--- config.mk ---
export PLATFORM = sky130hd
export DESIGN_NAME = freq_meas_ctrl
export DESIGN_NICKNAME = d
export VERILOG_FILES = /design/src/rtl/freq_meas_pkg.sv /design/src/rtl/edge_det_rise.sv /design/src/rtl/freq_meas_ctrl.sv
export SDC_FILE = /design/constraint.sdc
export NUM_CORES = 1
export LEC_CHECK = 0
export ABC_CLOCK_PERIOD_IN_PS = 1900
export CORE_MARGIN = 3
export CORE_UTILIZATION = 35
export DETAILED_ROUTE_END_ITERATION = 16
export DONT_BUFFER_PORTS = 1
export SLEW_MARGIN = 20
export SYNTH_ARGS = -nofsm -noshare
export SYNTH_HDL_FRONTEND = slang
export SYNTH_SLANG_ARGS = --single-unit
export TNS_END_PERCENT = 10
--- constraint.sdc ---
create_clock -name adc_clk -period 1.9 [get_ports adc_clk]
set_input_delay 0.285 -clock adc_clk [delete_from_list [all_inputs] [get_ports adc_clk]]
set_output_delay 0.285 -clock adc_clk [all_outputs]
set_load 0.02 [all_outputs]
--- src/rtl/freq_meas_pkg.sv ---
// ============================================================================
// Module      : freq_meas_pkg
// Description : Shared state encoding and default constants for freq_meas_ctrl.
// Revision    : 1.0 - initial release
// ============================================================================
`default_nettype none
`timescale 1ns/1ps

package freq_meas_pkg;

  localparam int unsigned DEF_PERIOD_W    = 13;
  localparam int unsigned DEF_AVG_LOG2    = 2;
  localparam int unsigned DEF_SETTLE_CYC  = 256;
  localparam int unsigned DEF_TIMEOUT_CYC = 65535;

  typedef enum logic [1:0] {
    ST_IDLE   = 2'd0,
    ST_SETTLE = 2'd1,
    ST_ACQ    = 2'd2,
    ST_FIN    = 2'd3
  } state_t;

endpackage

`default_nettype wire

--- src/rtl/edge_det_rise.sv ---
// ============================================================================
// Module      : edge_det_rise
// Description : Rising-edge detector; pulse is high while sig is high and was low last cycle.
// Revision    : 1.0 - initial release
// ============================================================================
`default_nettype none
`timescale 1ns/1ps

module edge_det_rise (
  input  logic adc_clk,
  input  logic rst_n,
  input  logic sig,
  output logic pulse
);

  logic r_sig_d;

  always_ff @(posedge adc_clk or negedge rst_n) begin
    if (!rst_n) begin
      r_sig_d <= 1'b0;
    end else begin
      r_sig_d <= sig;
    end
  end

  assign pulse = sig & ~r_sig_d;

endmodule

`default_nettype wire

--- src/rtl/freq_meas_ctrl.sv ---
// ============================================================================
// Module      : freq_meas_ctrl
// Description : Settles the frequency detector, averages N period samples, reports with timeout.
// Revision    : 1.0 - initial release
// ============================================================================
`default_nettype none
`timescale 1ns/1ps

module freq_meas_ctrl
  import freq_meas_pkg::*;
#(
  parameter int unsigned PERIOD_W    = DEF_PERIOD_W,
  parameter int unsigned AVG_LOG2    = DEF_AVG_LOG2,
  parameter int unsigned SETTLE_CYC  = DEF_SETTLE_CYC,
  parameter int unsigned TIMEOUT_CYC = DEF_TIMEOUT_CYC
) (
  input  logic                adc_clk,
  input  logic                rst_n,
  input  logic                start,
  input  logic                abort,
  input  logic                det_en,
  input  logic [PERIOD_W-1:0] det_period,
  output logic                det_stable,
  output logic                busy,
  output logic                done,
  output logic                timeout,
  output logic [PERIOD_W-1:0] period_avg
);

  localparam int unsigned c_ACC_W = PERIOD_W + AVG_LOG2;
  localparam int unsigned c_SET_W = (SETTLE_CYC > 1) ? $clog2(SETTLE_CYC) : 1;
  localparam int unsigned c_TMO_W = $clog2(TIMEOUT_CYC + 1);
  localparam int unsigned c_NS_W  = AVG_LOG2 + 1;

  localparam logic [c_SET_W-1:0] c_SETTLE_LOAD = c_SET_W'(SETTLE_CYC - 1);
  localparam logic [c_TMO_W-1:0] c_TMO_LAST    = c_TMO_W'(TIMEOUT_CYC - 1);
  localparam logic [c_NS_W-1:0]  c_LAST_SAMPLE = c_NS_W'((1 << AVG_LOG2) - 1);

  state_t               r_state;
  state_t               w_next;
  logic [c_SET_W-1:0]   r_settle_cnt;
  logic [c_TMO_W-1:0]   r_acq_cnt;
  logic [c_NS_W-1:0]    r_nsamp;
  logic [c_ACC_W-1:0]   r_acc;
  logic [c_ACC_W-1:0]   w_acc_next;
  logic [PERIOD_W-1:0]  w_avg_next;
  logic                 w_pulse;
  logic                 w_accept;
  logic                 w_last;
  logic                 w_tmo_hit;
  logic                 w_start_acc;
  logic                 w_avg_load;
  logic                 w_set_tmo;

  edge_det_rise u_edge_det (
    .adc_clk (adc_clk),
    .rst_n   (rst_n),
    .sig     (det_en),
    .pulse   (w_pulse)
  );

  // Zero-period samples are detector misfires and are dropped entirely.
  assign w_accept   = (r_state == ST_ACQ) && w_pulse && (det_period != '0);
  assign w_last     = w_accept && (r_nsamp == c_LAST_SAMPLE);
  assign w_tmo_hit  = (r_acq_cnt == c_TMO_LAST);
  assign w_acc_next = r_acc + c_ACC_W'(det_period);
  assign w_avg_next = PERIOD_W'(w_acc_next >> AVG_LOG2);

  always_ff @(posedge adc_clk or negedge rst_n) begin
    if (!rst_n) begin
      r_state <= ST_IDLE;
    end else begin
      r_state <= w_next;
    end
  end

  always_comb begin
    w_next      = r_state;
    w_start_acc = 1'b0;
    w_avg_load  = 1'b0;
    w_set_tmo   = 1'b0;
    det_stable  = 1'b0;
    busy        = (r_state != ST_IDLE);
    done        = 1'b0;
    if (abort) begin
      w_next = ST_IDLE;
    end else begin
      case (r_state)
        ST_IDLE: begin
          if (start) begin
            w_next      = ST_SETTLE;
            w_start_acc = 1'b1;
          end
        end
        ST_SETTLE: begin
          if (r_settle_cnt == '0) begin
            w_next = ST_ACQ;
          end
        end
        ST_ACQ: begin
          // A final sample landing on the timeout cycle still counts as success.
          if (w_last) begin
            w_next     = ST_FIN;
            w_avg_load = 1'b1;
          end else if (w_tmo_hit) begin
            w_next    = ST_FIN;
            w_set_tmo = 1'b1;
          end
        end
        ST_FIN: begin
          w_next = ST_IDLE;
        end
        default: begin
          w_next = ST_IDLE;
        end
      endcase
    end
    if (r_state == ST_ACQ) begin
      det_stable = 1'b1;
    end
    if (r_state == ST_FIN) begin
      done = 1'b1;
    end
  end

  always_ff @(posedge adc_clk or negedge rst_n) begin
    if (!rst_n) begin
      r_settle_cnt <= '0;
      r_acq_cnt    <= '0;
      r_nsamp      <= '0;
      r_acc        <= '0;
      timeout      <= 1'b0;
      period_avg   <= '0;
    end else begin
      if (w_start_acc) begin
        r_settle_cnt <= c_SETTLE_LOAD;
        r_acq_cnt    <= '0;
        r_nsamp      <= '0;
        r_acc        <= '0;
        timeout      <= 1'b0;
      end
      if ((r_state == ST_SETTLE) && (r_settle_cnt != '0)) begin
        r_settle_cnt <= r_settle_cnt - c_SET_W'(1);
      end
      if (r_state == ST_ACQ) begin
        r_acq_cnt <= r_acq_cnt + c_TMO_W'(1);
        if (w_accept) begin
          r_acc   <= w_acc_next;
          r_nsamp <= r_nsamp + c_NS_W'(1);
        end
      end
      if (w_avg_load) begin
        period_avg <= w_avg_next;
      end
      if (w_set_tmo) begin
        timeout <= 1'b1;
      end
    end
  end

endmodule

`default_nettype wire

### Word level (Yosys, flattened, before mapping)

Cells that the tools add are included.

| cells by class | value |
|---|---|
| add/sub/neg operators | 4 |
| eq/ne operators | 8 |
| mux-type cells | 30 |
| bitwise gates (word level) | 2 |
| reductions and logical operators | 13 |

Operators with widths:

| operator | count |
|---|---|
| $mux W15 | 3 |
| $mux W16 | 2 |
| $add A16 B1 Y16 const B | 1 |
| $eq A16 B16 Y1 const B | 1 |
| $mux W8 | 2 |
| $add A15 B13 Y15 | 1 |
| $mux W1 | 14 |
| $reduce_bool A13 Y1 | 1 |
| $mux W2 | 5 |
| $mux W3 | 3 |
| $logic_not A8 Y1 | 1 |
| $pmux W2 S4 | 1 |
| $reduce_bool A2 Y1 | 4 |
| $reduce_bool A8 Y1 | 1 |
| $sub A8 B1 Y8 const B | 1 |
| $ne A3 B3 Y1 const B | 2 |
| $eq A2 B2 Y1 const B | 2 |
| $logic_and A1 B1 Y1 | 4 |
| $ne A4 B4 Y1 const B | 1 |
| $add A3 B1 Y3 const B | 1 |
| $eq A3 B2 Y1 const B | 1 |
| $reduce_and A3 Y1 | 1 |
| $eq A2 B1 Y1 const B | 1 |
| $logic_not A2 Y1 | 1 |
| 2 further kinds | 2 |

| storage, ports and cells | value |
|---|---|
| flip-flop bits (word level) | 59 |
| input bits | 18 |
| output and inout bits | 17 |

### Longest topological paths before layout

Gate-level depths: netlist of run 1.

| logic depth | value |
|---|---|
| depth after elaboration | 9 |
| depth in mapped cells | 8 |
| depth with buffers taken out | 8 |

### Modules after synthesis

Synthesis of run 1 repeated with hierarchy kept, for this count alone.

| second synthesis, totals | value |
|---|---|
| cell total of the unflattened synthesis | 385 |
| area, all modules | 3447.1 µm² |

Modules (own cells, without submodules):

| module | instances | cells each | area an instance (µm²) | seq. area each (µm²) |
|---|---|---|---|---|
| freq_meas_ctrl | 1 | 383 | 3408.3 | 1451.4 |
| edge_det_rise | 1 | 2 | 38.8 | 25.0 |

### Least setup slack after synthesis of run 1

OpenSTA, ideal clock, no wires.

| timing path | value |
|---|---|
| kind | register to register |
| from | register r_acc[0] |
| to | register period_avg[12] |
| setup time | 0.131 ns |
| data arrival time | 1.911 ns |
| required time | 1.769 ns |
| slack | -0.142 ns |
| stages on the path, launching flop included | 9 |
| path buffers | 0 |
| path through | dfrtp_1 ha_1 fa_1 a21o_1 a31oi_1 o31a_1 o31a_1 xnor2_1 o21ai_0 |

| between the ends | value |
|---|---|
| word-level cells in the longest chain between the ends | 1 |

RTL lines:

| element | RTL line | RTL |
|---|---|---|
| from (decl) | freq_meas_ctrl.sv:44 | `logic [c_ACC_W-1:0] r_acc;` |
| from (signal assigned) | freq_meas_ctrl.sv:148 | `r_acc <= w_acc_next;` |
| $add A15 B13 Y15 | freq_meas_ctrl.sv:66 | `assign w_acc_next = r_acc + c_ACC_W'(det_period);` |
| to (signal assigned) | freq_meas_ctrl.sv:153 | `period_avg <= w_avg_next;` |
| to (decl) | freq_meas_ctrl.sv:27 | `output logic [PERIOD_W-1:0] period_avg` |

Every way passes these cells.
A chain may end at the register's enable or synchronous reset.

### Worst setup path in the final report of run 1

Ends and elaborated chain as after synthesis.

==> impl_summary.md, run 1 <==
Status
The run finished, with violations left. The final reports fail on negative setup slack.

Logic synthesis
Counting every net in the synthesized netlist gives just over 400. After synthesis the netlist holds a flip-flop and latch count of between 50 and 60. Of the synthesized area, sequential elements account for 0.4460. In this run the mean area of a mapped cell was 9.146 um^2. The mapped netlist covers around 0.0033 mm^2. In this run, synthesis inferred 0 flip-flops with an integrated enable. The share of synthesized registers carrying an async set or reset is 1.000. The predominant post-synthesis flop cell is sky130_fd_sc_hd__dfrtp_1. The Yosys warning count is 0. The count of cell types in the netlist is 44.

The cell count after synthesis came out at around 360.

Hold path
The tightest min-delay check is of the primary input to flip-flop type. The launch point of the worst hold path is abort. Along the worst hold path, the cell count comes to 1. The worst min-delay path endpoint is r_state[0].

Worst setup path
Data on the critical path is required at its endpoint by ~2.1 ns. The depth of the worst register-to-register path is 8. The kind of critical path is flip-flop to flip-flop.

The worst setup path is captured at a flip-flop. The origin of the critical flop-to-flop path is r_acc[0]. The arrival time of data at the critical path endpoint is 2.22 ns.

The setup check on the worst reg-to-reg path leaves a slack of -0.11 ns. The maximum fanout along the worst path is 3. The startpoint class of the critical path is a flip-flop. In this run the critical register-to-register path is captured at period_avg[12].

Clock tree
In this run the deepest clock path goes through 2 buffers. The number of clock buffers inserted by TritonCTS is 9. Clock tree synthesis selected as its root buffer the cell sky130_fd_sc_hd__clkbuf_8. For the worst-skew pair, the clock arrives at the later sink with an insertion delay of roughly 0.33 ns. The total clock sinks is between 50 and 60. Clock-pin slew was measured on the worst setup and hold paths at approximately 0.070 ns. The deepest level of the CTS H-tree is 3. The clock tree from TritonCTS is yes.

Detailed routing
The via count normalized by instance count is 5.211. The number of nets with antenna violations after routing is 0. After detailed routing, the average wire length per cell comes to around 15 um. The first routing iteration left approximately 150 violations.

The count of TritonRoute iterations in the first routing pass is 4. Detailed routing inserted a total of ~2,700 vias. The routed design has about 7700 um of wire. In the routed design, unresolved DRC markers number 0.

Cells and area
Across the whole layout, storage elements account for approximately 0.0015 mm^2. The number of nets in the finished design is roughly 450. The library cell used most frequently in the layout, excluding fill and tap cells, is sky130_fd_sc_hd__dfrtp_1. The fraction of final layout cells with drive strength greater than 1 is 0.1789.

The number of antenna cells inserted is 0. The final design utilization is 0.4528. Compared with the post-synthesis result, the final layout area differs by 22.18%.

The filler cells instantiated in the layout total about 860. In the layout the commonest cells are sky130_fd_sc_hd__dfrtp_1 (59), sky130_fd_sc_hd__nand2_1 (53), sky130_fd_sc_hd__buf_4 (36), sky130_fd_sc_hd__nand3_1 (34), sky130_fd_sc_hd__o21ai_0 (29). The final instance area is between 0.004 and 0.005 mm^2.

The area of the multi-input gates is 0.001832 mm^2.

Timing
The number of pins with negative max-slew slack in the final report is 0. Headroom to the max-slew limit came out at 0.7380. Setup violations remaining at the end of the flow were counted as 14. The count of endpoints failing hold in the final timing report was 0. Clock skew on the completed layout was measured at around 0.0070 ns. The smallest clock period supported by the final layout is computed as between 2 and 2.5 ns. Across all setup checks in the final design, the least slack found is -0.1061 ns. Setup repair after global routing could not meet its margin everywhere. The highest clock rate is about 500 MHz. For the pin with the worst max-slew slack, the measured transition is about 0.39 ns. Dividing the final minimum period by the clock period gives 1.056.

Power and ir drop
The cell area power density is between 1000 and 1500 mW/mm^2. The design draws roughly 4700 uW. The static power due to leakage is ~0.0018 uW. IR analysis of the VDD net gives a maximum drop of 0.0003610 V.

Job
The tool flagged a number of max-cap violations equal to 0.

Placed design
The placer's final routability congestion estimate is about 0.85. The half-perimeter wire length of the detailed placement result is 5563 um. Input and output buffers added on the ports amount to 0. The placement-stage cell area is ~0.0037 mm^2.

Global routing
The number of antenna violations at the first check in global routing is 0. The via count of the first global-routing pass is approximately 2,700. Entering global routing, the biggest net connects 60 pins. Global routing finished with a remaining overflow of 0. The combined global-route utilization of all metal layers is 0.1603.

The first global-routing pass estimated around 13,000 um of wire.

Floorplan
From bottom edge to top edge, the die measures 103.3 um. The die boundary width is 103.3 um. The region available for standard cell placement spans about 0.009 mm^2.

The initial utilization of the core area, before any placement, comes to 0.3706. The number of primary I/O pins is 35. The overall die area is 0.01066 mm^2. The row count is 34.
## stage by stage
step	cells	hold WS, ns	worst slack (ns)	setup TNS (ns)
2_1_floorplan	362	-0.01059	-0.02824	-0.09642
3_3_place_gp	495	-0.008620	-0.1144	-1.083
3_5_place_dp	495	-0.008658	-0.1769	-1.854
4_1_cts	515	0.001890	-0.1069	-0.6013
5_1_grt	516	0.003971	-0.2425	-3.373
6_report	516	0.01629	-0.1061	-0.7587
## power by group
part,switching (uW),leakage [uW],internal [uW],total (uW)
Sequential,153,0.000779,1440,1590
Clock,503,0.000108,709,1210
Combinational,1010,0.000876,916,1930
## cells in the mapped netlist (3+ instances only)
| cell | count | area share |
|---|---|---|
| sky130_fd_sc_hd__a31oi_1 | 3 | 0.0057 |
| sky130_fd_sc_hd__inv_1 | 11 | 0.012 |
| sky130_fd_sc_hd__o21ai_0 | 38 | 0.057 |
| sky130_fd_sc_hd__nand2_1 | 53 | 0.060 |
| sky130_fd_sc_hd__nor2_1 | 25 | 0.028 |
| sky130_fd_sc_hd__or3_1 | 3 | 0.0057 |
| sky130_fd_sc_hd__clkbuf_1 | 10 | 0.011 |
| sky130_fd_sc_hd__xnor2_1 | 17 | 0.045 |
| sky130_fd_sc_hd__nand3_1 | 34 | 0.051 |
| sky130_fd_sc_hd__xor2_1 | 4 | 0.011 |
| sky130_fd_sc_hd__a21oi_1 | 19 | 0.029 |
| sky130_fd_sc_hd__mux2i_1 | 3 | 0.0091 |
| sky130_fd_sc_hd__nand4_1 | 9 | 0.017 |
| sky130_fd_sc_hd__ha_1 | 23 | 0.087 |
| sky130_fd_sc_hd__dfrtp_1 | 59 | 0.45 |
| sky130_fd_sc_hd__o31ai_1 | 4 | 0.0091 |
| sky130_fd_sc_hd__o211ai_1 | 3 | 0.0068 |
| sky130_fd_sc_hd__nor3_1 | 7 | 0.011 |
| sky130_fd_sc_hd__and3_1 | 3 | 0.0057 |
| sky130_fd_sc_hd__o31a_1 | 3 | 0.0079 |
## cells by family after synthesis
family | after synthesis | synth area share
compound gates | 85 | 0.1599
xor+xnor | 21 | 0.05555
fa+ha+maj | 24 | 0.09297
buf+inv | 22 | 0.02532
flops | 59 | 0.4460
mux | 5 | 0.01587
simple gates | 146 | 0.2045
## metal layers
layer,track usage,vias up,routed length (um)
li1,-,1368,-
met1,0.2172,1267,3608
met2,0.2541,46,3642
met3,0.03286,8,351
met4,0.05976,0,101
met5,0,-,0
## worst max-delay path by stage
stage	from	endpoint
2_1_floorplan	r_acc[0]	period_avg[12]
3_3_place_gp	r_acc[0]	period_avg[12]
3_5_place_dp	r_acc[0]	period_avg[12]
4_1_cts	r_settle_cnt[0]	r_state[1]
5_1_grt	r_acc[0]	period_avg[10]
6_report	r_acc[0]	period_avg[12]
## repair_timing
action / in CTS / in global routing
hold buffers: 4 / 0
pin swaps: 2 / 5
buffers inserted: 0 / 1
endpoints found under the setup margin: 19 / 24
hold endpoints to repair: 61 / 0
resized for setup: 14 / 7
## sequential cells by signal (all words and copies together) (netlist names)
signal,flops
r_acq_cnt,16
r_acc,15
period_avg,13
r_settle_cnt,8
r_nsamp,3
r_state,2
timeout,1
u_edge_det.r_sig_d,1
## layout make-up
type | instances | area share
clock buffer | 12 | 0.04083
tap | 108 | 0.03341
sequential | 59 | 0.3650
inverter | 11 | 0.01021
clock inverter | 4 | 0.01175
multi-input combinational | 281 | 0.4528
timing repair buffer | 41 | 0.08599
## worst max-delay path, cell delays in order (launching register included)
cell                      delay (ns)
sky130_fd_sc_hd__dfrtp_1        0.38
sky130_fd_sc_hd__ha_2           0.19
sky130_fd_sc_hd__fa_2           0.34
sky130_fd_sc_hd__a21o_1         0.20
sky130_fd_sc_hd__a31oi_4        0.16
sky130_fd_sc_hd__o31a_1         0.20
sky130_fd_sc_hd__o31a_1         0.20
sky130_fd_sc_hd__xnor2_1        0.14
sky130_fd_sc_hd__o21ai_1        0.07
Power figures use the tool's default switching activity.
==> run 2, diff against run 1 <==
CTS_BUF_LIST = sky130_fd_sc_hd__clkbuf_16   (was not set)
SYNTH_HIERARCHICAL = 1   (was not set)
==> impl_summary.md, run 2 <==
Power and ir drop
VDD sags by at most a little under 0.0005 V. The static power due to leakage is 0.001982 uW. The cell area power density is between 1000 and 1500 mW/mm^2. The design draws around 5000 uW.

Logic synthesis
During synthesis, Yosys emitted a total of 6 warnings. The share of synthesized area in the top cell type comes to 0.4283. In this run the cell area of the synthesized design comes to between 0.003 and 0.004 mm^2. The count of cell types in the netlist is 51. The cell count after synthesis is around 390. Of the total synthesized cell area, the portion taken by AND, OR, NAND and NOR gates is 0.2033. The register bit count reported by yosys is just under 60. Counting flops with a built-in enable in the synthesized netlist gives 0. After synthesis, the largest family of logic cells by area is simple AND/OR/NAND/NOR gates. The compound-gate portion of the synthesized area is 0.1753.

The portion of synthesized area spent on multiplexers is 0.02396. The synthesized design spends more area on one cell type than any other, namely sky130_fd_sc_hd__dfrtp_1. The sequential fraction of the synthesis area is 0.4283. By area the synthesized netlist is led by sky130_fd_sc_hd__dfrtp_1 (43%), sky130_fd_sc_hd__ha_1 (8.3%), sky130_fd_sc_hd__nand2_1 (6.4%), sky130_fd_sc_hd__o21ai_0 (4.8%), sky130_fd_sc_hd__xnor2_1 (3.6%). Of the total synthesized cell area, the portion taken by full adders, half adders and majority gates is 0.08929.

The post-synthesis net count is roughly 430. The mean cell area of the mapped netlist is approximately 9 um^2. The XOR/XNOR share of the synthesized area is 0.04828. The most used flip-flop cell after synthesis is sky130_fd_sc_hd__dfrtp_1.

Counting flops with an async set or reset pin after synthesis yields a share of 1.000. Counting instances in the post-synthesis netlist gives the leading cell types as sky130_fd_sc_hd__dfrtp_1 (59), sky130_fd_sc_hd__nand2_1 (59), sky130_fd_sc_hd__o21ai_0 (33), sky130_fd_sc_hd__nor2_1 (26), sky130_fd_sc_hd__nand3_1 (24).

Worst setup path
Along the worst path, the maximum fanout reaches 2. The startpoint class of the critical path is a flip-flop. STA classifies the critical path endpoint as a flip-flop. The kind of cell with the highest combined delay along the critical path is compound AO/OA/AOI/OAI gates. The highest-delay cell along the critical path is sky130_fd_sc_hd__dfrtp_1. The required time of the worst setup path is roughly 2.1 ns. Counting both buffers and inverters, the worst setup path holds a total of 0.

In this design, the stage delay of the slowest critical-path cell is about 0.39 ns. Traced cell by cell, the critical path runs through ha_2 > fa_2 > a211oi_2 > o21ai_1 > a2111oi_2 > nor3_1 > xnor2_1 > o21ai_1. At the worst endpoint, the arrival time is about 2.3 ns. The kind of critical path is flip-flop to flip-flop.

The cell repeated most along the worst path is sky130_fd_sc_hd__o21ai_1.

Cells and area
The register bank with the most flops is r_acq_cnt. Of the cells placed in the final design, the portion with a size suffix greater than 1 is 0.2064. The number of antenna diodes in the final layout is 0. The largest registers in the layout are r_acq_cnt: 16 flops, r_acc: 15 flops, period_avg: 13 flops. The library cells used most frequently in the layout, excluding fill and tap cells, are sky130_fd_sc_hd__nand2_1 (59), sky130_fd_sc_hd__dfrtp_1 (59), sky130_fd_sc_hd__buf_4 (40), sky130_fd_sc_hd__o21ai_0 (33). The area growth from synthesis to layout is 27.84%.

The flip-flop count of the largest register after layout is 16. The net count of the finished layout is approximately 470.

Placed design
Routability-driven placement finished with a final weighted congestion of roughly 0.87. Detailed placement finished with a half-perimeter wire length of slightly below 6000 um. The pre-CTS setup slack is -0.3320 ns.

The number of buffers inserted by port buffering is 0.

Job
The number of violations of the max-capacitance limit is 0.

Floorplan
The floorplan has 35 rows. The die boundary width is around 110 um. The die covers about 0.011 mm^2. The die is approximately 110 um tall. Pin placement for this block handled 35 I/O pins. The initial standard-cell utilization of the core is 0.3661. The placeable core region is approximately 0.0094 mm^2.

Timing
The count of endpoints failing hold in the final timing report is 0. The number of pins with negative max-slew slack in the final report is 0. Based on the critical path, the design can be clocked at up to 468.5 MHz. The total setup violations reported at the end of the flow is 15.

After layout, the worst setup slack is -0.2347 ns. The routed design could run at a clock period as short as around 2.1 ns. Between clock sinks in the finished design, the worst skew comes to between 0.004 and 0.005 ns. Setup repair after global routing could not meet its margin everywhere. The actual slew at the worst max-slew pin is 0.4136 ns. The relative slew slack is 0.7207.

Dividing the final minimum period by the clock period gives 1.124.

Detailed routing
The number of nets with antenna violations after routing is 0. Summing over every cut layer, the via total after detailed routing is around 2,900. The sum of routed wire length over all layers is 8275 um. The residual DRC count is 0. For this block, the initial DRC count from the detailed router was 96. After detailed routing, the number of vias per cell comes to around 5.2. The routed length per instance is around 15 um. The first detailed-routing pass took 4 iterations.

Status
The checks that failed: negative setup slack. The run finished, with violations left.

Global routing
The number of antenna violations at the first check in global routing is 0. The via count of the first global-routing pass is 2,985. The first global-routing pass estimated 14,030 um of wire. The global-route congestion overflow total is 0. The pin count of the biggest net entering global routing is 60. Across every metal layer, demand over resource in global routing totals 0.1554.

Hold path
The worst min-delay path category is primary input to flip-flop.

Clock tree
The cell at the root of the clock tree is sky130_fd_sc_hd__clkbuf_16. The deepest level of the CTS H-tree is 3. The clock reaches the later pin of the worst-skew pair after around 0.32 ns.

TritonCTS built the clock tree. Buffers inserted during clock tree synthesis total 9. The maximum number of buffers from clock root to sink is 2. The clock net in this run drives a total of 59 sinks.

Clock-pin slew was measured on the worst setup and hold paths at 0.05 ns.
==> run 2: cell types whose count changed after synthesis, sizes merged, moves of 4 or more <==
cell | before | now
o21ai | 38 | 43
nand2 | 53 | 60
nand3 | 34 | 25
inv | 11 | 16
nand4 | 9 | 3
o31ai | 4 | 0
nor3 | 7 | 12
==> run 2: stage by stage <==
step / hold WS [ns] / cell area, um^2 / setup TNS [ns] / instances / utilization
2_1_floorplan: -0.01059 / 3455 / -1.013 / 385 / -
3_3_place_gp: -0.008631 / 3960 / -2.951 / 545 / 0.4206
3_5_place_dp: -0.008479 / 3960 / -3.687 / 545 / 0.4206
4_1_cts: 0.009562 / 4345 / -1.703 / 564 / 0.4615
5_1_grt: 0.003928 / 4407 / -3.983 / 565 / 0.4680
6_report: 0.02137 / 4407 / -1.635 / 565 / 0.4680
==> run 2: final cells by class <==
type	count	area, um^2
Clock buffer	9	225.2
Clock inverter	7	28.78
Fill cell	911	5009
Inverter	16	60.06
Multi-Input combinational cell	297	2007
Sequential cell	59	1476
Tap cell	129	161.4
Timing Repair Buffer	48	447.9
==> run 2: worst paths after layout <==
check	from	to	slack, ns	cells past startpoint
worst min register to register	r_acq_cnt[15]	r_acq_cnt[15]	0.47	1
worst max-delay path	r_acc[0]	period_avg[10]	-0.23	8
min in group asynchronous	rst_n	r_state[0]	0.49	2
worst min-delay path	abort	r_state[0]	0.02	1
max in group asynchronous	rst_n	period_avg[2]	1.14	2
worst max register to register	r_acc[0]	period_avg[10]	-0.23	8
==> run 2: timing repair <==
item,in CTS,in global routing
hold buffers,3,0
hold endpoints to repair,60,0
pin swaps,6,2
setup endpoints to repair,20,29
buffers inserted,0,1
gates resized for setup,15,10
==> run 2: logic make-up (layout without fill, tap and decap cells) <==
logic type	after synthesis	count (layout)
AO/OA/AOI/OAI	98	98
XOR/XNOR	19	19
adder cells (fa/ha/maj)	24	24
buffers and inverters	29	80
flip-flops	59	59
multiplexers	8	8
AND/OR/NAND/NOR	148	148
==> run 2: routing by layer <==
metal	track usage	part of all wire	vias up
li1	-	-	1459
met1	0.1824	0.45	1391
met2	0.2650	0.49	56
met3	0.05634	0.051	8
met4	0.04686	0.011	0
met5	0	0	-
==> run 2: report_power, final <==
part / internal, uW / switching (uW)
clock network: 852 / 543
logic: 914 / 1100
registers: 1430 / 135
total: 3200 / 1780
